### src/rtl/sdc_pkg.sv
// Shared definitions for the serial detector sequencer: state encoding and
// result-count width helper.
package sdc_pkg;

    localparam logic [2:0] IDLE   = 3'd0;
    localparam logic [2:0] CLEAR  = 3'd1;
    localparam logic [2:0] SHIFT  = 3'd2;
    localparam logic [2:0] DRAIN  = 3'd3;
    localparam logic [2:0] OUTPUT = 3'd4;

    function automatic int unsigned CNT_W(input int unsigned width);
        return $clog2(width + 1);
    endfunction

endpackage

### src/rtl/sdc_capture_pipe.sv
// Realigns detector output to the bits fed in: delays det_en by DET_LAT cycles
// to mark capture cycles, shifts det_out into the result and counts its ones.
module sdc_capture_pipe
    import sdc_pkg::*;
#(
    parameter int unsigned WIDTH   = 8,
    parameter int unsigned DET_LAT = 1
) (
    input  logic                    clk,
    input  logic                    rst,
    input  logic                    clr,
    input  logic                    det_en,
    input  logic                    det_out,
    output logic [WIDTH-1:0]        result,
    output logic [CNT_W(WIDTH)-1:0] count
);

    localparam int unsigned CW = CNT_W(WIDTH);
    // Keep the delay line at least one bit wide so DET_LAT=0 still elaborates.
    localparam int unsigned DL = (DET_LAT == 0) ? 1 : DET_LAT;

    logic [DL-1:0]    en_dly_q, en_dly_d;
    logic [WIDTH-1:0] result_q, result_d;
    logic [CW-1:0]    count_q, count_d;
    logic             capture;

    assign capture = (DET_LAT == 0) ? det_en : en_dly_q[DL-1];

    always_comb begin
        en_dly_d = (en_dly_q << 1) | DL'(det_en);
        result_d = result_q;
        count_d  = count_q;
        if (clr) begin
            en_dly_d = '0;
            result_d = '0;
            count_d  = '0;
        end else if (capture) begin
            // LSB-first feed: the first captured bit ends up at bit 0.
            result_d = {det_out, result_q[WIDTH-1:1]};
            count_d  = count_q + CW'(det_out);
        end
    end

    always_ff @(posedge clk or posedge rst) begin
        if (rst) begin
            en_dly_q <= '0;
            result_q <= '0;
            count_q  <= '0;
        end else begin
            en_dly_q <= en_dly_d;
            result_q <= result_d;
            count_q  <= count_d;
        end
    end

    assign result = result_q;
    assign count  = count_q;

endmodule

### src/rtl/serial_detect_ctrl.sv
// Sequencer that feeds parallel words LSB-first into a bit-serial detector and
// returns the aligned per-bit detector output with its ones-count.
module serial_detect_ctrl
    import sdc_pkg::*;
#(
    parameter int unsigned WIDTH    = 8,
    parameter int unsigned DET_LAT  = 1,
    parameter int unsigned CLEAR_EN = 1
) (
    input  logic                    clk,
    input  logic                    rst,
    input  logic                    s_valid,
    output logic                    s_ready,
    input  logic [WIDTH-1:0]        s_data,
    output logic                    det_clr,
    output logic                    det_en,
    output logic                    det_in,
    input  logic                    det_out,
    output logic                    m_valid,
    input  logic                    m_ready,
    output logic [WIDTH-1:0]        m_data,
    output logic [CNT_W(WIDTH)-1:0] m_count,
    output logic                    busy
);

    // One counter serves both the bit index in SHIFT and the drain index in DRAIN.
    localparam int unsigned BW = $clog2(WIDTH + DET_LAT + 1);

    logic [2:0]       state_q, state_d;
    logic [BW-1:0]    cnt_q, cnt_d;
    logic [WIDTH-1:0] shreg_q, shreg_d;
    logic             det_en_q, det_en_d;
    logic             det_in_q, det_in_d;
    logic             det_clr_q, det_clr_d;
    logic             accept;

    always_comb begin
        state_d = state_q;
        cnt_d   = cnt_q;
        shreg_d = shreg_q;
        accept  = 1'b0;
        unique case (state_q)
            IDLE: begin
                if (s_valid) begin
                    accept  = 1'b1;
                    shreg_d = s_data;
                    cnt_d   = '0;
                    state_d = (CLEAR_EN != 0) ? CLEAR : SHIFT;
                end
            end
            CLEAR: state_d = SHIFT;
            SHIFT: begin
                shreg_d = shreg_q >> 1;
                if (cnt_q == BW'(WIDTH - 1)) begin
                    cnt_d   = '0;
                    state_d = (DET_LAT != 0) ? DRAIN : OUTPUT;
                end else begin
                    cnt_d = cnt_q + BW'(1);
                end
            end
            DRAIN: begin
                if (cnt_q == BW'(DET_LAT - 1)) begin
                    cnt_d   = '0;
                    state_d = OUTPUT;
                end else begin
                    cnt_d = cnt_q + BW'(1);
                end
            end
            OUTPUT: begin
                if (m_ready) begin
                    state_d = IDLE;
                end
            end
            default: state_d = IDLE;
        endcase

        // Detector strobes are decoded from the next state so they leave flops.
        det_en_d  = (state_d == SHIFT);
        det_in_d  = (state_d == SHIFT) & shreg_d[0];
        det_clr_d = (state_d == CLEAR);
    end

    always_ff @(posedge clk or posedge rst) begin
        if (rst) begin
            state_q   <= IDLE;
            cnt_q     <= '0;
            shreg_q   <= '0;
            det_en_q  <= 1'b0;
            det_in_q  <= 1'b0;
            det_clr_q <= 1'b0;
        end else begin
            state_q   <= state_d;
            cnt_q     <= cnt_d;
            shreg_q   <= shreg_d;
            det_en_q  <= det_en_d;
            det_in_q  <= det_in_d;
            det_clr_q <= det_clr_d;
        end
    end

    sdc_capture_pipe #(
        .WIDTH   (WIDTH),
        .DET_LAT (DET_LAT)
    ) u_capture (
        .clk     (clk),
        .rst     (rst),
        .clr     (accept),
        .det_en  (det_en_q),
        .det_out (det_out),
        .result  (m_data),
        .count   (m_count)
    );

    assign s_ready = (state_q == IDLE);
    assign m_valid = (state_q == OUTPUT);
    assign busy    = (state_q != IDLE);
    assign det_en  = det_en_q;
    assign det_in  = det_in_q;
    assign det_clr = det_clr_q;

endmodule

### config.mk
export PLATFORM = sky130hd
export DESIGN_NAME = serial_detect_ctrl
export DESIGN_NICKNAME = d
export VERILOG_FILES = /design/src/rtl/sdc_pkg.sv /design/src/rtl/sdc_capture_pipe.sv /design/src/rtl/serial_detect_ctrl.sv
export SDC_FILE = /design/constraint.sdc
export NUM_CORES = 1
export LEC_CHECK = 0
export CORE_ASPECT_RATIO = 1.5
export CORE_MARGIN = 2
export CORE_UTILIZATION = 40
export DETAILED_ROUTE_END_ITERATION = 16
export PLACE_DENSITY_LB_ADDON = 0.1
export SLEW_MARGIN = 40
export SYNTH_ARGS = -nofsm -noshare
export SYNTH_HDL_FRONTEND = slang
export SYNTH_HIERARCHICAL = 1
export SYNTH_SLANG_ARGS = --single-unit
### constraint.sdc
create_clock -name clk -period 5 [get_ports clk]
set_input_delay 1 -clock clk [delete_from_list [all_inputs] [get_ports clk]]
set_output_delay 1 -clock clk [all_outputs]
set_load 0.01 [all_outputs]
# After elaboration in Yosys (flattened, before gate mapping)

Cells that the tools add are included.
Widths: inputs -> output; s select.

Add/sub/neg operators: 2
Equality and inequality tests: 8
Multiplexer cells: 18
Bitwise logic cells: 1
Reduce and logical (&&, ||, !) cells: 8

Operators with widths:

| kind                | count |
|---|---|
| $mux 8              | 3 |
| $mux 4              | 5 |
| $pmux 8 s2          | 1 |
| $pmux 3 s5          | 1 |
| $mux 3              | 4 |
| $pmux 4 s3          | 1 |
| $eq 3x2->1 const B  | 3 |
| $eq 3x1->1 const B  | 2 |
| $reduce_bool 3->1   | 2 |
| $add 4x1->4         | 1 |
| $add 4x1->4 const B | 1 |
| $eq 4x3->1 const B  | 1 |
| $logic_not 4->1     | 1 |
| $reduce_and 2->1    | 2 |
| $reduce_bool 2->1   | 2 |
| $eq 3x3->1 const B  | 1 |
| $logic_not 3->1     | 1 |
| $mux 1              | 3 |
| $ne 2x2->1 const B  | 1 |
| $and 1x1->1         | 1 |

Bits in registers: 31
Bits of input ports: 13
Output and inout port bits: 18
Word-level logic and storage cells: 47

# Longest topological paths before layout

Gate-level depths: netlist (run 1).

Depth after elaboration: 5
Mapped depth: 6

# By module

Netlist (run 1), hierarchy kept.

By module, submodules not included:

| module             | instances | cells an instance | area an instance (sq um) |
|---|---|---|---|
| serial_detect_ctrl | 1         | 93                | 914.6 |
| sdc_capture_pipe   | 1         | 46                | 568.0 |

# Worst setup path after synthesis (run 1)

OpenSTA, ideal clock, no wires.

Kind: register to output
From: register state_q[2]
To: output s_ready
Arrival: 1.119 ns
Required time: 4.000 ns
Path slack: 2.881 ns
Stages on the path, launching flop included: 4
Buffers on the path: 1
Cell sequence: dfrtp_1 buf_2 or3_1 inv_2

Word-level cells in the longest chain between the ends: 1

RTL lines:

| element                  | line                      | RTL |
|---|---|---|
| start: declaration       | serial_detect_ctrl.sv:29  | `logic [2:0] state_q, state_d;` |
| start signal: assignment | serial_detect_ctrl.sv:92  | `state_q <= state_d;` |
| $logic_not 3->1          | serial_detect_ctrl.sv:114 | `assign s_ready = (state_q == IDLE);` |
| end: declaration         | serial_detect_ctrl.sv:13  | `output logic s_ready,` |

No other way between the ends.

# Final worst setup path (run 1)

From: register state_q[0]
To: output s_ready

The elaborated chain is that of the path after synthesis.

==> metrics.txt, run 1 <==
# TYPE chip_impl_metric gauge
chip_impl_metric{name="timing.critical_path.required",unit="ns"} 4.00
chip_impl_info{name="setup.worst_path.class",value="reg -> out"} 1
chip_impl_metric{name="timing_worst_slew_pin_value",unit="ns"} 0.678
chip_impl_metric{name="fp.coreArea",unit="sq mm"} 0.00361
chip_impl_info{name="grt_setup_unrepaired",value="false"} 1
chip_impl_metric{name="drcViolationCount",unit=""} 0
chip_impl_metric{name="synthesis.area_per_instance",unit="sq um"} 10.7
chip_impl_metric{name="yosys.area_share.simple",unit="%"} 19.9
chip_impl_info{name="cp-end-kind",value="output pin"} 1
chip_impl_metric{name="cell_count_final_fillers_out",unit=""} 215
chip_impl_metric{name="power_switching_share",unit="%"} 37.7
chip_impl_metric{name="synth_cells",unit=""} 139
chip_impl_metric{name="clkSlewWorstSetupHoldPaths",unit="ns"} 0.06
chip_impl_metric{name="postCtsHoldBufs",unit=""} 0
chip_impl_info{name="synth.top_cells.by_area",value="sky130_fd_sc_hd__dfrtp_1 52%, sky130_fd_sc_hd__mux2i_1 6.8%, sky130_fd_sc_hd__nand2_1 4.6%"} 1
chip_impl_info{name="cts_tree",value="done"} 1
chip_impl_metric{name="ys_warnings",unit=""} 6
chip_impl_metric{name="detail_route.iter0.violations",unit=""} 15
chip_impl_metric{name="nNetsFinal",unit=""} 189
chip_impl_metric{name="worst_clock_skew",unit="ns"} 0.00375
chip_impl_metric{name="cts.path.max_buffers",unit=""} 2
chip_impl_metric{name="syn_to_final_growth",unit="%"} 28.2
chip_impl_metric{name="grt_pass1_vias",unit=""} 1060
chip_impl_info{name="yosysTopAreaCell",value="sky130_fd_sc_hd__dfrtp_1"} 1
chip_impl_metric{name="synth_xor_xnor_area_share",unit="%"} 0
chip_impl_metric{name="chipHeight",unit="um"} 78.6
chip_impl_metric{name="cts_htree_levels",unit=""} 2
chip_impl_metric{name="dp_slack",unit="ns"} 2.37
chip_impl_metric{name="max-slew-margin-rel",unit="%"} 54.8
chip_impl_info{name="crit_path_top_delay_cell",value="sky130_fd_sc_hd__dfrtp_1"} 1
chip_impl_metric{name="cell_count_post_placement",unit=""} 208
chip_impl_metric{name="timing.critical_path.arrival",unit="ns"} 1.86
chip_impl_info{name="dominant_combinational_cell_family_by_area_after_synthesis",value="simple AND/OR/NAND/NOR gates"} 1
chip_impl_metric{name="timing.hold.ws",unit="ns"} 0.477
chip_impl_metric{name="internal-power",unit="W"} 0.000724
chip_impl_metric{name="fmax",unit="MHz"} 349
chip_impl_info{name="crit_chain",value="or3_1, inv_2, clkdlybuf4s50_1"} 1
chip_impl_metric{name="setup-violations-final",unit=""} 0
chip_impl_metric{name="power_switching",unit="W"} 0.000438
chip_impl_metric{name="synth-edff-count",unit=""} 0
chip_impl_metric{name="setup-tns-final",unit="ns"} 0
chip_impl_metric{name="antenna_found_initial",unit=""} 0
chip_impl_metric{name="synth-adder-area-share",unit="%"} 3.38
chip_impl_metric{name="layout-drive-gt1-share",unit="%"} 9.88
chip_impl_metric{name="largest_stage_delay_worst_path",unit="ns"} 0.54
chip_impl_metric{name="grt_first_pass_wirelength",unit="um"} 4750
chip_impl_metric{name="num_cts_buffers",unit=""} 5
chip_impl_metric{name="cts_setup_buffers",unit=""} 0
chip_impl_metric{name="post_cts.resized_instances",unit=""} 0
chip_impl_metric{name="ant_nets",unit=""} 0
chip_impl_metric{name="finalWorstPathRequiredPeriod",unit="ns"} 2.86
chip_impl_metric{name="globalRouteTotalUtil",unit="%"} 15.2
chip_impl_metric{name="p_leak",unit="nW"} 0.919
chip_impl_metric{name="critical_path.max_fanout",unit=""} 13
chip_impl_metric{name="grt_start_max_net_pins",unit=""} 19
chip_impl_metric{name="utilization",unit="%"} 52.6
chip_impl_metric{name="number_of_search_and_repair_iterations_in_the_first_detailed_routing_pass",unit=""} 3
chip_impl_metric{name="async_flop_share",unit="%"} 100
chip_impl_metric{name="synth-seq-area-share",unit="%"} 52.3
chip_impl_metric{name="gpl.final_weighted_congestion",unit=""} 0.776
chip_impl_info{name="worst_setup_path_start_kind",value="register"} 1
chip_impl_metric{name="yosys_register_bits",unit=""} 31
chip_impl_metric{name="fillerInstances",unit=""} 325
chip_impl_metric{name="synth-compound-area-share",unit="%"} 11.8
chip_impl_metric{name="multi_input_area",unit="sq um"} 642
chip_impl_metric{name="die_width",unit="um"} 53.7
chip_impl_metric{name="area_share_of_the_leading_cell_type_in_the_synthesized_netlist",unit="%"} 52.3
chip_impl_info{name="synth_most_common_cell",value="sky130_fd_sc_hd__dfrtp_1"} 1
chip_impl_metric{name="clock_power_share",unit="%"} 16.5
chip_impl_metric{name="finalHoldViolCount",unit=""} 0
chip_impl_metric{name="die-area",unit="sq mm"} 0.00422
chip_impl_metric{name="initial_standard_cell_utilization_of_the_core",unit="%"} 41.0
chip_impl_metric{name="comb_power_share",unit="%"} 42.6
chip_impl_metric{name="synthesis.area",unit="sq mm"} 0.00148
chip_impl_info{name="clockRootBuffer",value="sky130_fd_sc_hd__clkbuf_8"} 1
chip_impl_metric{name="dpl.hpwl",unit="um"} 2040
chip_impl_metric{name="setup_ws",unit="ns"} 2.14
chip_impl_metric{name="mappedNetlistNets",unit=""} 156
chip_impl_metric{name="power.density_cell_area",unit="mW/mm^2"} 611
chip_impl_metric{name="via_count_normalized_by_instance_count",unit=""} 5.03
chip_impl_metric{name="sequentialPowerShare",unit="%"} 40.8
chip_impl_info{name="path_delay_family",value="buffers and inverters"} 1
chip_impl_metric{name="yosys-mux-area-fraction",unit="%"} 7.76
chip_impl_metric{name="floorplan.io_pins",unit=""} 31
chip_impl_info{name="status",value="complete, no violations"} 1
chip_impl_metric{name="fin_crit_sh",unit="%"} 57.2
chip_impl_metric{name="max_cap_violations",unit=""} 0
chip_impl_metric{name="row_count",unit=""} 27
chip_impl_metric{name="grt_overflow_total",unit=""} 0
chip_impl_metric{name="irDropWorstVdd",unit="uV"} 280
chip_impl_metric{name="post_synth_num_cell_types",unit=""} 35
chip_impl_info{name="synthFlopType",value="sky130_fd_sc_hd__dfrtp_1"} 1
chip_impl_metric{name="maxSlewViolCount",unit=""} 0
chip_impl_info{name="min_path_type",value="reg -> reg"} 1
chip_impl_metric{name="vias",unit=""} 1081
chip_impl_info{name="netlist_top_cells_count",value="31 x sky130_fd_sc_hd__dfrtp_1, 18 x sky130_fd_sc_hd__nand2_1, 15 x sky130_fd_sc_hd__nor2_1"} 1
chip_impl_metric{name="cp.buffers_inverters",unit=""} 2
chip_impl_metric{name="wl_per_cell",unit="um"} 12.8
chip_impl_metric{name="n_antenna_cell",unit=""} 0
chip_impl_metric{name="register_area",unit="sq um"} 776
chip_impl_metric{name="clk-insertion-delay-late",unit="ns"} 0.27
chip_impl_metric{name="portBuffers",unit=""} 30
chip_impl_metric{name="tritoncts_num_sinks",unit=""} 31
chip_impl_metric{name="routed_wirelength",unit="um"} 2760
[cells in the final DEF, fill, tap and decap left out, types with 2 or more instances in the layout]
cell                              synthesis  routed
sky130_fd_sc_hd__a211oi_1                 2       2
sky130_fd_sc_hd__a21oi_1                  4       4
sky130_fd_sc_hd__a22oi_1                  6       6
sky130_fd_sc_hd__clkbuf_8                 0       6
sky130_fd_sc_hd__clkdlybuf4s50_1          0      30
sky130_fd_sc_hd__dfrtp_1                 31      31
sky130_fd_sc_hd__ha_1                     4       4
sky130_fd_sc_hd__inv_1                    8       8
sky130_fd_sc_hd__mux2i_1                 10      10
sky130_fd_sc_hd__nand2_1                 18      18
sky130_fd_sc_hd__nand2b_1                 3       3
sky130_fd_sc_hd__nand3b_1                 3       3
sky130_fd_sc_hd__nor2_1                  15      15
sky130_fd_sc_hd__nor2b_1                  4       4
sky130_fd_sc_hd__o21ai_0                  2       2
sky130_fd_sc_hd__o21ai_1                  5       5
[path summary, 6_finish.rpt]
kind / endpoint / slack (ns) / startpoint / cells after the start
min in group asynchronous: u_capture/result[7]$_DFFE_PP0P_ / 1.10 / rst / 2
hold / removal: shreg_q[0]$_DFF_PP0_ / 0.48 / shreg_q[0]$_DFF_PP0_ / 2
max in group asynchronous: shreg_q[1]$_DFFE_PP0P_ / 3.39 / rst / 2
setup / recovery: s_ready / 2.14 / state_q[0]$_DFF_PP0_ / 3
setup reg to reg: det_in$_DFF_PP0_ / 3.31 / state_q[2]$_DFF_PP0_ / 4
hold reg to reg: shreg_q[0]$_DFF_PP0_ / 0.48 / shreg_q[0]$_DFF_PP0_ / 2
[final cells by class]
class / count / area share, %
inverter: 9 / 1.78
clock inverter: 1 / 0.263
multi-input combinational: 94 / 33.8
clock buffer: 6 / 4.34
timing repair buffer: 31 / 16.2
sequential: 31 / 40.8
tap: 43 / 2.83
[flip-flops by register name, indices dropped and copies added (netlist names)]
name	count
u_capture/result	8
u_capture/count	4
u_capture/capture	1
det_in	1
shreg_q	8
det_clr	1
cnt_q	4
det_en	1
state_q	3
[power by group through the flow]
stage / Sequential (W) / Combinational [W] / Clock, W
after floorplan: 0.000449 / 0.000344 / 0
after global placement: 0.000474 / 0.000492 / 0
after detailed placement: 0.000479 / 0.000502 / 0
after CTS: 0.000475 / 0.000503 / 0.000202
after global routing: 0.000494 / 0.000560 / 0.000209
final: 0.000474 / 0.000495 / 0.000192
[logic make-up (layout without fill, tap and decap cells)]
logic type      Yosys count  in the layout
compound gates           25             25
fa+ha+maj                 4              4
buf+inv                  14             47
flops                    31             31
mux                      11             11
simple gates             54             54
[worst register-to-register path, stage by stage (launching register included)]
cell	delay, ns
sky130_fd_sc_hd__dfrtp_1	0.53
sky130_fd_sc_hd__nor4b_4	0.63
sky130_fd_sc_hd__nor2_4	0.14
sky130_fd_sc_hd__a21oi_2	0.19
sky130_fd_sc_hd__nor3_1	0.06
[metal layers]
| layer | vias to the layer above | part of all wire (%) | track usage [%] |
|---|---|---|---|
| met5 | - | 0 | 0 |
| met4 | 0 | 0.40 | 4.87 |
| met3 | 2 | 5.3 | 4.18 |
| met2 | 25 | 51 | 24.9 |
| met1 | 510 | 43 | 18.8 |
| li1 | 544 | - | - |
[per-stage QoR]
stage | area, sq um | power [W]
CTS | 1900 | 0.00118
detailed placement | 1810 | 0.000982
finish | 1900 | 0.00116
global placement | 1810 | 0.000967
floorplan | 1480 | 0.000793
global route | 1900 | 0.00126
No activity file was read; power rests on OpenSTA's default activity.
==> inputs of run 2 (changes only) <==
Clock period 5 ns to 2.85 ns, I/O delays scaled along.
==> run 2 against run 1 <==
Net effect:
- non-clock buffer count rose by 1
- sequential share of layout area shrank 0.79 points
- global-route usage is 0.29 points higher
- clock skew up 0.00079 ns
- largest power group unchanged
- highest routed layer unchanged
==> metrics.txt, run 2 (synthesis gave the netlist of run 1 again) <==
# TYPE chip_impl_metric gauge
chip_impl_info{name="status",value="complete, no violations"} 1
chip_impl_metric{name="finalWorstPathRequiredPeriod",unit="ns"} 2.43
chip_impl_metric{name="floorplan.io_pins",unit=""} 31
chip_impl_metric{name="grt_pass1_vias",unit=""} 1083
chip_impl_info{name="grt_setup_unrepaired",value="false"} 1
chip_impl_metric{name="fillerInstances",unit=""} 312
chip_impl_metric{name="nNetsFinal",unit=""} 190
chip_impl_metric{name="dpl.hpwl",unit="um"} 2090
chip_impl_info{name="layout_commonest_cell",value="sky130_fd_sc_hd__dfrtp_1"} 1
chip_impl_metric{name="cp.buffers_inverters",unit=""} 2
chip_impl_metric{name="grt_start_max_net_pins",unit=""} 19
chip_impl_metric{name="detail_route.iter0.violations",unit=""} 16
chip_impl_info{name="top_layer_used",value="met4"} 1
chip_impl_metric{name="final_design_area_no_fill",unit="sq mm"} 0.00194
chip_impl_metric{name="tritoncts_num_sinks",unit=""} 31
chip_impl_metric{name="ant_nets",unit=""} 0
chip_impl_metric{name="largest_stage_delay_worst_path",unit="ns"} 0.53
chip_impl_metric{name="vias",unit=""} 1082
chip_impl_metric{name="layout-drive-gt1-share",unit="%"} 10.9
chip_impl_metric{name="fin_crit_sh",unit="%"} 85.4
chip_impl_metric{name="clk-insertion-delay-late",unit="ns"} 0.28
chip_impl_info{name="crit_chain",value="or3_1, inv_2, clkdlybuf4s50_1"} 1
chip_impl_metric{name="n_antenna_cell",unit=""} 0
chip_impl_info{name="min_path_type",value="reg -> reg"} 1
chip_impl_metric{name="initial_standard_cell_utilization_of_the_core",unit="%"} 41.0
chip_impl_metric{name="fp.coreArea",unit="sq mm"} 0.00361
chip_impl_metric{name="cts_htree_levels",unit=""} 2
chip_impl_metric{name="gpl.final_weighted_congestion",unit=""} 0.860
chip_impl_metric{name="critical_path.max_fanout",unit=""} 12
chip_impl_metric{name="portBuffers",unit=""} 30
chip_impl_metric{name="drcViolationCount",unit=""} 0
chip_impl_info{name="cp-end-kind",value="output pin"} 1
chip_impl_metric{name="irDropWorstVdd",unit="uV"} 500
chip_impl_metric{name="syn_to_final_growth",unit="%"} 30.7
chip_impl_metric{name="max_cap_violations",unit=""} 0
chip_impl_metric{name="maxSlewViolCount",unit=""} 0
chip_impl_metric{name="die_width",unit="um"} 53.7
chip_impl_metric{name="number_of_search_and_repair_iterations_in_the_first_detailed_routing_pass",unit=""} 4
chip_impl_metric{name="timing.critical_path.arrival",unit="ns"} 1.86
chip_impl_metric{name="num_cts_buffers",unit=""} 5
chip_impl_metric{name="post_cts.resized_instances",unit=""} 0
chip_impl_metric{name="die-area",unit="sq mm"} 0.00422
chip_impl_metric{name="grt_overflow_total",unit=""} 0
chip_impl_metric{name="row_count",unit=""} 27
chip_impl_metric{name="cts.path.max_buffers",unit=""} 2
chip_impl_info{name="cts_tree",value="done"} 1
chip_impl_metric{name="p_leak",unit="nW"} 0.939
chip_impl_metric{name="setup-tns-final",unit="ns"} 0
chip_impl_info{name="commonest_cells_after_routing_fill_and_taps_aside",value="31 x sky130_fd_sc_hd__dfrtp_1, 30 x sky130_fd_sc_hd__clkdlybuf4s50_1, 18 x sky130_fd_sc_hd__nand2_1"} 1
chip_impl_metric{name="antenna_found_initial",unit=""} 0
chip_impl_metric{name="clkSlewWorstSetupHoldPaths",unit="ns"} 0.06
chip_impl_info{name="path_delay_family",value="buffers and inverters"} 1
chip_impl_metric{name="wl_per_cell",unit="um"} 12.8
chip_impl_metric{name="worst_clock_skew",unit="ns"} 0.00454
chip_impl_metric{name="place_area",unit="sq mm"} 0.00182
chip_impl_info{name="crit_path_top_delay_cell",value="sky130_fd_sc_hd__clkdlybuf4s50_1"} 1
chip_impl_metric{name="power.density_cell_area",unit="mW/mm^2"} 1110
chip_impl_metric{name="postCtsHoldBufs",unit=""} 0
chip_impl_metric{name="drt-met1-wl",unit="um"} 1130
chip_impl_metric{name="chipHeight",unit="um"} 78.6
chip_impl_metric{name="met3RoutedLength",unit="um"} 164
chip_impl_metric{name="via_count_normalized_by_instance_count",unit=""} 4.99
chip_impl_metric{name="max-slew-margin-rel",unit="%"} 52.5
chip_impl_metric{name="routed_wirelength",unit="um"} 2780
chip_impl_info{name="worst_setup_path_start_kind",value="register"} 1
chip_impl_metric{name="met2_length",unit="um"} 1410
chip_impl_metric{name="power",unit="W"} 0.00215
chip_impl_metric{name="timing_worst_slew_pin_value",unit="ns"} 0.712
chip_impl_metric{name="fmax",unit="MHz"} 411
chip_impl_metric{name="timing.critical_path.required",unit="ns"} 2.28
chip_impl_metric{name="setup-violations-final",unit=""} 0
chip_impl_metric{name="grt_first_pass_wirelength",unit="um"} 4660
chip_impl_metric{name="finalHoldViolCount",unit=""} 0
chip_impl_metric{name="timing.hold.ws",unit="ns"} 0.480
chip_impl_metric{name="globalRouteTotalUtil",unit="%"} 15.5
chip_impl_info{name="clockRootBuffer",value="sky130_fd_sc_hd__clkbuf_8"} 1
chip_impl_metric{name="cts_setup_buffers",unit=""} 0
chip_impl_info{name="setup.worst_path.class",value="reg -> out"} 1
[run 2: routing by layer]
layer | vias up | GRT usage, %
met1 | 501 | 17.5
li1 | 543 | -
met4 | 0 | 8.72
met3 | 9 | 6.46
met2 | 29 | 23.8
met5 | - | 0
[run 2: worst reg2reg max path: stages (launching register included)]
cell and delay [ns]:
sky130_fd_sc_hd__dfrtp_1 0.56, sky130_fd_sc_hd__nor3b_2 0.55, sky130_fd_sc_hd__nor2_4 0.12, sky130_fd_sc_hd__a21oi_2 0.20, sky130_fd_sc_hd__nor3_1 0.08
[run 2: where the power goes]
part	switching, W	internal [W]
logic	0.000422	0.000464
registers	0.000203	0.000624
clock network	0.000156	0.000282
total	0.000782	0.00137
[run 2: layout make-up]
cell class              instances  area, sq um  area share (%)
clock buffers                   6         82.6            4.26
clock inverters                 2         35.0            1.81
inverters                       9         33.8            1.74
multi-input cells              94          642            33.1
flip-flops and latches         31          776            40.0
well taps                      43         53.8            2.78
repair buffers                 32          315            16.3
[run 2: path summary, 6_finish.rpt]
kind | cells after the start | from | slack [ns] | end
setup / recovery | 3 | state_q[2]$_DFF_PP0_ | 0.42 | s_ready
hold / removal | 2 | shreg_q[0]$_DFF_PP0_ | 0.48 | shreg_q[0]$_DFF_PP0_
setup reg to reg | 4 | state_q[1]$_DFF_PP0_ | 1.20 | det_in$_DFF_PP0_
hold reg to reg | 2 | shreg_q[0]$_DFF_PP0_ | 0.48 | shreg_q[0]$_DFF_PP0_
max in group asynchronous | 2 | rst | 1.64 | shreg_q[0]$_DFF_PP0_
min in group asynchronous | 2 | rst | 0.65 | u_capture/result[6]$_DFFE_PP0P_
[run 2: per-stage QoR]
stage,util (%),setup WS [ns],std cells
after floorplan,-,1.16,139
after global placement,50.4,0.738,209
after detailed placement,50.4,0.725,209
after CTS,53.6,0.393,217
after global routing,53.6,0.324,217
final,53.6,0.415,217
==> inputs of run 3 (changes only) <==
Settings changed: REMOVE_ABC_BUFFERS set to 1.
==> run 3 against run 2 <==
Net effect:
- sequential power rose by 0.5%
- count of clock-buffer cells in the layout fell by 1
- via count rose by 3.3%
- critical path type unchanged
- critical endpoint unchanged
- highest routed layer unchanged
==> metrics.txt, run 3 (synthesis gave the netlist of run 1 again) <==
# TYPE chip_impl_metric gauge
chip_impl_metric{name="num_cts_buffers",unit=""} 5
chip_impl_metric{name="number_of_search_and_repair_iterations_in_the_first_detailed_routing_pass",unit=""} 4
chip_impl_info{name="cp-end-kind",value="output pin"} 1
chip_impl_metric{name="wl_per_cell",unit="um"} 13.2
chip_impl_metric{name="setup-violations-final",unit=""} 0
chip_impl_metric{name="timing.hold.ws",unit="ns"} 0.478
chip_impl_metric{name="dpl.hpwl",unit="um"} 2100
chip_impl_metric{name="p_leak",unit="nW"} 0.932
chip_impl_metric{name="drcViolationCount",unit=""} 0
chip_impl_metric{name="floorplan.io_pins",unit=""} 31
chip_impl_metric{name="grt_first_pass_wirelength",unit="um"} 4960
chip_impl_metric{name="routed_wirelength",unit="um"} 2860
chip_impl_metric{name="tritoncts_num_sinks",unit=""} 31
chip_impl_metric{name="met3RoutedLength",unit="um"} 125
chip_impl_info{name="worst_setup_path_start_kind",value="register"} 1
chip_impl_metric{name="n_antenna_cell",unit=""} 0
chip_impl_info{name="timing.hold.worst.start",value="shreg_q[4]$_DFFE_PP0P_"} 1
chip_impl_metric{name="gpl.final_weighted_congestion",unit=""} 0.842
chip_impl_metric{name="grt_start_max_net_pins",unit=""} 19
chip_impl_metric{name="ant_nets",unit=""} 0
chip_impl_info{name="setup.worst_path.class",value="reg -> out"} 1
chip_impl_metric{name="timing_worst_slew_pin_value",unit="ns"} 0.671
chip_impl_metric{name="chipHeight",unit="um"} 78.6
chip_impl_info{name="worstReg2RegStart",value="state_q[1]$_DFF_PP0_"} 1
chip_impl_metric{name="max-slew-margin-rel",unit="%"} 55.0
chip_impl_metric{name="met2_length",unit="um"} 1490
chip_impl_metric{name="grt_pass1_vias",unit=""} 1142
chip_impl_metric{name="vias",unit=""} 1118
chip_impl_metric{name="grt_overflow_total",unit=""} 0
chip_impl_metric{name="max_cap_violations",unit=""} 0
chip_impl_metric{name="worst_clock_skew",unit="ns"} 0.0109
chip_impl_info{name="commonest_cells_after_routing_fill_and_taps_aside",value="31 x sky130_fd_sc_hd__dfrtp_1, 30 x sky130_fd_sc_hd__clkdlybuf4s50_1, 18 x sky130_fd_sc_hd__nand2_1"} 1
chip_impl_metric{name="fp.coreArea",unit="sq mm"} 0.00361
chip_impl_metric{name="utilization",unit="%"} 53.5
chip_impl_info{name="top_layer_used",value="met4"} 1
chip_impl_metric{name="min_path_cells",unit=""} 2
chip_impl_metric{name="clkSlewWorstSetupHoldPaths",unit="ns"} 0.07
chip_impl_metric{name="finalHoldViolCount",unit=""} 0
chip_impl_metric{name="detail_route.iter0.violations",unit=""} 26
chip_impl_info{name="cts_tree",value="done"} 1
chip_impl_metric{name="irDropWorstVdd",unit="uV"} 664
chip_impl_metric{name="die_width",unit="um"} 53.7
chip_impl_metric{name="maxSlewViolCount",unit=""} 0
chip_impl_metric{name="initial_standard_cell_utilization_of_the_core",unit="%"} 41.0
chip_impl_metric{name="globalRouteTotalUtil",unit="%"} 16.3
chip_impl_metric{name="timing.critical_path.required",unit="ns"} 2.28
chip_impl_metric{name="setup-tns-final",unit="ns"} 0
chip_impl_metric{name="cts_htree_levels",unit=""} 2
chip_impl_metric{name="row_count",unit=""} 27
chip_impl_metric{name="clk-insertion-delay-late",unit="ns"} 0.28
chip_impl_metric{name="cts_setup_buffers",unit=""} 0
chip_impl_metric{name="via_count_normalized_by_instance_count",unit=""} 5.15
chip_impl_metric{name="die-area",unit="sq mm"} 0.00422
chip_impl_metric{name="nNetsFinal",unit=""} 190
chip_impl_metric{name="drt-met1-wl",unit="um"} 1160
chip_impl_metric{name="fin_crit_sh",unit="%"} 86.3
chip_impl_metric{name="timing.reg2reg.worst_path_depth",unit=""} 4
chip_impl_metric{name="timing.critical_path.arrival",unit="ns"} 1.89
chip_impl_metric{name="postCtsHoldBufs",unit=""} 0
chip_impl_metric{name="layout-drive-gt1-share",unit="%"} 10.9
chip_impl_info{name="setup.worst_path.start",value="state_q[2]$_DFF_PP0_"} 1
chip_impl_metric{name="antenna_found_initial",unit=""} 0
chip_impl_info{name="grt_setup_unrepaired",value="false"} 1
chip_impl_metric{name="cts.path.max_buffers",unit=""} 2
chip_impl_metric{name="portBuffers",unit=""} 30
chip_impl_metric{name="fillerInstances",unit=""} 320
chip_impl_info{name="status",value="complete, no violations"} 1
chip_impl_metric{name="power.density_cell_area",unit="mW/mm^2"} 1110
chip_impl_metric{name="critical_path.max_fanout",unit=""} 12
chip_impl_metric{name="post_cts.resized_instances",unit=""} 0
chip_impl_metric{name="fmax",unit="MHz"} 406
chip_impl_metric{name="syn_to_final_growth",unit="%"} 30.4
chip_impl_metric{name="finalWorstPathRequiredPeriod",unit="ns"} 2.46
chip_impl_info{name="min_path_type",value="reg -> reg"} 1
chip_impl_info{name="clockRootBuffer",value="sky130_fd_sc_hd__clkbuf_8"} 1
chip_impl_info{name="layout_commonest_cell",value="sky130_fd_sc_hd__dfrtp_1"} 1
## run 3: cell types whose count changed in the layout (fill, tap and decap cells not counted), sizes merged
cell,before,now
clkbuf,6,5
inv,9,8
clkinv,1,3
## run 3: worst max-delay path, cell delays in order (launching register included)
cell and delay, ns:
sky130_fd_sc_hd__dfrtp_1 0.54, sky130_fd_sc_hd__or3_1 0.47, sky130_fd_sc_hd__inv_2 0.07, sky130_fd_sc_hd__clkdlybuf4s50_1 0.53
## run 3: metrics by stage
stage                     cell area, sq um  instances  power, W  setup WS [ns]
after floorplan                       1450        134   0.00135          0.605
after global placement                1820        209   0.00170          0.724
after detailed placement              1820        209   0.00174          0.715
after CTS                             1930        217   0.00217          0.380
after global routing                  1930        217   0.00231          0.348
final                                 1930        217   0.00214          0.389
## run 3: final timing paths
path,end,slack (ns)
min in group asynchronous,u_capture/capture$_DFF_PP0_,0.63
max reg2reg,det_in$_DFF_PP0_,1.21
min,shreg_q[4]$_DFFE_PP0P_,0.48
max,s_ready,0.39
max in group asynchronous,det_clr$_DFF_PP0_,1.88
min reg2reg,shreg_q[4]$_DFFE_PP0P_,0.48
## run 3: layer usage
layer | vias up | global-route usage, %
met3 | 5 | 4.18
met5 | - | 0
met2 | 29 | 26.8
li1 | 544 | -
met1 | 540 | 18.0
met4 | 0 | 9.74
## run 3: final cells by class
cell class                 count  area [sq um]  share of cell area [%]
clock buffer                   5          68.8                    3.56
clock inverter                 3          43.8                    2.27
inverter                       9          33.8                    1.75
multi-input combinational     94           642                    33.2
sequential                    31           776                    40.1
tap                           43          53.8                    2.78
timing repair buffer          32           315                    16.3
## run 3: power by group
group          internal (W)  leakage [nW]  switching, W
combinational      0.000463         0.475      0.000416
clock              0.000260        0.0581      0.000170
sequential         0.000623         0.399      0.000208
total               0.00135         0.932      0.000794
==> edit 1 (flow settings as in run 2) <==
Change the parameter `CLEAR_EN` from 1 to 0.
--- a/src/rtl/serial_detect_ctrl.sv
+++ b/src/rtl/serial_detect_ctrl.sv
@@ -7,3 +7,3 @@
     parameter int unsigned DET_LAT  = 1,
-    parameter int unsigned CLEAR_EN = 1
+    parameter int unsigned CLEAR_EN = 0
 ) (
Function: changed (Yosys sat finds a counterexample within 4 cycles, from zero or initial values and one cycle with rst high).
==> edit 1 against run 2 <==
  * Sequential cell count unchanged
  * Via count grew 1.5%
  * Wire length up 1.7%
  * Power down 2.4%
  * Setup slack better by 0.015 ns
  * Area after synthesis is 0.68% lower
  * Sequential share of layout area up 0.82 points
  * Critical path depth up 1
  * Design area is 2.0% lower
==> edit 1: results (changes against run 2) <==
Run status
  • Status: complete, no violations

Clock tree
  • H-tree lvl count: 2 (unchanged)
  • Setup Buffers After CTS: 0 (unchanged)
  • Post-CTS sizing: 0 (unchanged)
  • TritonCTS Buffers: 5 (unchanged)
  • Worst-case clock buffer depth: 2 (unchanged)
  • Clk_lat worst skew: 0.27 ns
  • Worst-path clk slew: 0.06 ns (about the same)
  • Root buffer cell: clkbuf_8

Synthesis
  • Ranking of synthesized cells by area: dfrtp_1 (53%), mux2i_1 (6.8%), nor2_1 (4.6%)
  • Post-synth top cells: dfrtp_1 (31), nor2_1 (18), mux2i_1 (10)
  • FFs w/ async S/R, synth: 1.00 (unchanged)
  • Post-Syn Nets: 153 (-1.9%)
  • YS warnings: 6 (unchanged)
  • Register area share after synthesis: 0.527 (+0.00356)
  • Cells after synthesis: 136 (-2.2%)
  • Yosys cell types: 36 (+2.9%)

Pwr
  • Worst vdd ir: 0.520 mV (+4.1%)
  • P_leak: 0.888 nW (-5.4%)

STA
  • Clk_skew: 0.00361 ns (-0.000929 ns)
  • Hold WS: 0.485 ns (+0.00569 ns)
  • Worst-Margin Slew: 0.669 ns (-0.0424 ns)
  • Period minus WS final: 2.42 ns (-0.0151 ns)

Place
  • Dpl cell area: 0.00180 mm² (-1.4%)
  • Place WS: 0.716 ns (-0.00874 ns)
  • DPL Wire Length: 2070 µm (-0.81%)
  • RePlAce Congestion: 0.730 (-15%)
  • IO Port Bufs: 30 (unchanged)
  • Placed Cells: 204 (-2.4%)

Global routing
  • Largest net degree at the start of global routing: 19 (unchanged)
  • Vias in the first global route: 1,089 (+0.55%)
  • First-pass GRT wire length: 4810 µm (+3.1%)
  • GR Util All Layers: 0.157 (+0.00259)
  • Initial antenna violation count: 0 (unchanged)

Worst setup path
  • R2R setup slack: 1.24 ns (+0.04 ns)
  • Worst Path Max Fanout: 10 (-2)
  • Critical path arrival: 1.85 ns

Cells and area
  • Final nets: 185 (-2.6%)
  • # diodes: 0 (unchanged)
  • Share of layout cells above drive strength 1: 0.0888 (-0.0204)
  • Layout Cells excl Fill: 212 (-2.3%)

Drt
  • M1 WL: 1200 µm (+6.3%)
  • WL met3: 132 µm (-20%)
  • DR WL met2: 1440 µm (+1.6%)
  • 1st-iter DRT viols: 22 (+6)
  • Vias/cell: 5.18 (+3.9%)
  • Drt total wl: 2820 µm (+1.7%)
  • Drt pass-1 iters: 4 (unchanged)
  • Top Metal Used: met4

Hold path
  • Worst Hold Class: reg -> reg
edit 1: worst paths after layout:
kind,startpoint,depth (start not counted),endpoint
setup / recovery,state_q[0],4,s_ready
hold / removal,shreg_q[1],2,shreg_q[1]
setup reg to reg,state_q[1],5,det_in
hold reg to reg,shreg_q[1],2,shreg_q[1]
max in group asynchronous,rst,2,u_capture/count[0]
min in group asynchronous,rst,2,det_en
edit 1: metal layers:
layer	vias up	track usage
li1	535	-
met1	532	0.193
met2	25	0.249
met3	6	0.0513
met4	0	0.0641
met5	-	0
edit 1: cell families (layout without fill, tap and decap cells):
kind of cell / Yosys count / count (layout) / share of synthesized area
DFF: 31 / 31 / 0.527
and+or+nand+nor: 44 / 44 / 0.166
buffers and inverters: 16 / 49 / 0.0544
other: 1 / 1 / 0.00255
muxes: 11 / 11 / 0.0782
AOI/OAI and AO/OA: 29 / 29 / 0.138
adders and majority gates: 4 / 4 / 0.0340
edit 1: critical path: stages, from the launching register on:
cell,delay (ns)
dfrtp_1,0.51
nor2_1,0.35
nand2_1,0.13
inv_1,0.06
clkdlybuf4s50_1,0.53
edit 1: power by group:
part	total (W)	internal (W)	leakage [nW]	switching [W]
clock network	0.000375	0.000220	0.0515	0.000155
logic	0.000900	0.000484	0.445	0.000416
registers	0.000826	0.000629	0.392	0.000197
edit 1: layout make-up:
type / instances / area, µm²
Fill cell: 342 / 1720
Inverter: 9 / 33.8
Clock buffer: 8 / 100
Timing Repair Buffer: 32 / 315
Sequential cell: 31 / 776
Multi-Input combinational cell: 89 / 621
Tap cell: 43 / 53.8
==> edit 2 (config.mk and constraints of run 2) <==
Made on the original files. `shreg_q` no longer has a reset.
--- a/src/rtl/serial_detect_ctrl.sv
+++ b/src/rtl/serial_detect_ctrl.sv
@@ -86,3 +86,2 @@
             cnt_q     <= '0;
-            shreg_q   <= '0;
             det_en_q  <= 1'b0;
@@ -93,3 +92,2 @@
             cnt_q     <= cnt_d;
-            shreg_q   <= shreg_d;
             det_en_q  <= det_en_d;
@@ -98,2 +96,6 @@
         end
+    end
+
+    always_ff @(posedge clk) begin
+        shreg_q <= shreg_d;
     end
Behaviour: no difference found for any inputs over 10 cycles, from zero or initial values and one cycle with rst high; that may be too few to reach the edited logic, so the function may still have changed.
==> edit 2 against run 2 <==
  * Sequential cell count stayed put
  * Power is 1.1% higher
  * Count of clock-buffer cells in the layout stayed put
  * Cell count is 4.6% lower
  * Via count is 1.8% lower
  * Area after synthesis hardly changed
  * Setup slack better by 0.13 ns
  * Design area is 0.97% lower
  * Synthesized cell count is 5.8% lower
  * Critical path depth is 1 higher
  * Sequential power is 6.4% higher
  * Wire length stayed put
  * Maximum frequency is 5.8% higher
==> edit 2: results (changes against run 2) <==
Synthesis
  • Number of synthesized flops with an enable pin: 7 (+7)
  • Ranking of synthesized cells by area: dfrtp_1 (39%), edfxtp_1 (14%), mux2i_1 (7.4%)
  • Post-Syn Nets: 148 (-5.1%)
  • Cells after synthesis: 131 (-5.8%)
  • FFs w/ async S/R, synth: 0.742 (-0.258)
  • Yosys cell types: 41 (+17%)
  • Register area share after synthesis: 0.544 (+0.0207)
  • Ys flop type: dfrtp_1
  • Post-synth top cells: dfrtp_1 (23), nor2_1 (14), mux2i_1 (11)
  • YS warnings: 6 (unchanged)

Hold path
  • Worst Hold Class: reg -> reg

Global routing
  • First-pass GRT wire length: 4670 µm (+0.15%)
  • Initial antenna violation count: 0 (unchanged)
  • GR Util All Layers: 0.150 (-0.00446)
  • Total congestion overflow: 0 (unchanged)
  • Largest net degree at the start of global routing: 16 (-3)
  • Vias in the first global route: 1,079 (-0.37%)

Cells and area
  • Final nets: 180 (-5.3%)
  • Fillcell total: 328 (+5.1%)
  • # diodes: 0 (unchanged)
  • Share of layout cells above drive strength 1: 0.0915 (-0.0177)

Clock tree
  • Post-CTS sizing: 0 (unchanged)
  • Worst-case clock buffer depth: 2 (unchanged)
  • Setup Buffers After CTS: 0 (unchanged)
  • Hold Buf Count CTS: 0 (unchanged)
  • TritonCTS Buffers: 5 (unchanged)
  • Clk_lat worst skew: 0.28 ns (about the same)

Worst setup path
  • Slowest CP cell: dfrtp_1
  • Slowest stage delay, CP: 0.56 ns (+0.03 ns)
  • Worst Path Max Fanout: 15 (+3)
  • Critical path arrival: 1.73 ns (-0.13 ns)

Pwr
  • Post-layout total power: 0.00218 W (+1.1%)
  • Worst vdd ir: 0.526 mV (+5.4%)
  • P_leak: 0.868 nW (-7.5%)
  • Logic pwr share: 0.395 (-0.017)
  • Psw: 0.000736 W (-5.9%)

Place
  • Placed Cells: 199 (-4.8%)
  • IO Port Bufs: 30 (unchanged)
  • Dpl cell area: 0.00180 mm² (-1.0%)
  • DPL Wire Length: 2120 µm (+1.6%)
  • RePlAce Congestion: 0.775 (-9.8%)

Drt
  • 1st-iter DRT viols: 8 (-8)
  • Drt pass-1 iters: 3 (-1)
  • Drt total wl: 2780 µm (unchanged)
  • Vias/cell: 5.13 (+2.9%)
  • Post-DR wirelength/cell: 13.4 µm (+4.8%)

STA
  • Worst-Margin Slew: 0.599 ns (-0.112 ns)
  • Clk_skew: 0.00766 ns (+0.00312 ns)

Run status
  • Status: complete, no violations
edit 2: changes by cell type after synthesis, moves of 4 or more:
cell,delta
a22oi_1,-6
edfxtp_1,+7
a22o_1,+6
nand2_1,-13
dfrtp_1,-8
o21ai_1,-4
edit 2: worst paths after layout:
path / cells after the start / endpoint / slack, ns / from
max in group asynchronous: 2 / u_capture/capture / 1.88 / rst
min reg2reg: 2 / det_in / 0.49 / shreg_q[0]
min: 2 / det_in / 0.49 / shreg_q[0]
min in group asynchronous: 2 / state_q[2] / 0.61 / rst
max reg2reg: 4 / u_capture/count[3] / 1.14 / state_q[0]
max: 4 / s_ready / 0.55 / state_q[2]
edit 2: area by class of cell:
cell class,count,share of cell area
clock inverter,2,0.0183
clock buffer,6,0.0430
timing repair buffer,31,0.160
inverter,11,0.0215
multi-input combinational,83,0.309
tap,43,0.0280
sequential,31,0.420
edit 2: metrics by stage:
stage	hold slack [ns]	setup slack, ns	utilization
final	0.487	0.548	0.531
after global routing	0.510	0.449	0.531
after floorplan	0.410	1.29	-
after detailed placement	0.480	0.750	0.498
after CTS	0.491	0.527	0.531
after global placement	0.453	0.769	0.498
edit 2: tightest hold or removal path, delay by kind of cell (launching register included):
kind | cells | cell delay (ns)
compound gates | 2 | 0.15
flops | 1 | 0.30
edit 2: layer usage:
layer	routed length, µm	part of all wire	global-route usage	vias up
met3	99	0.036	0.0513	4
li1	-	-	-	523
met5	0	0	0	-
met1	1110	0.40	0.159	513
met2	1540	0.55	0.267	22
met4	27	0.0097	0.0462	0
edit 2: cells by family after synthesis:
group / count (synthesis) / synth area share
muxes: 12 / 0.0845
adders and majority gates: 4 / 0.0338
and+or+nand+nor: 44 / 0.164
DFF: 31 / 0.544
AOI/OAI and AO/OA: 23 / 0.118
buffers and inverters: 17 / 0.0557
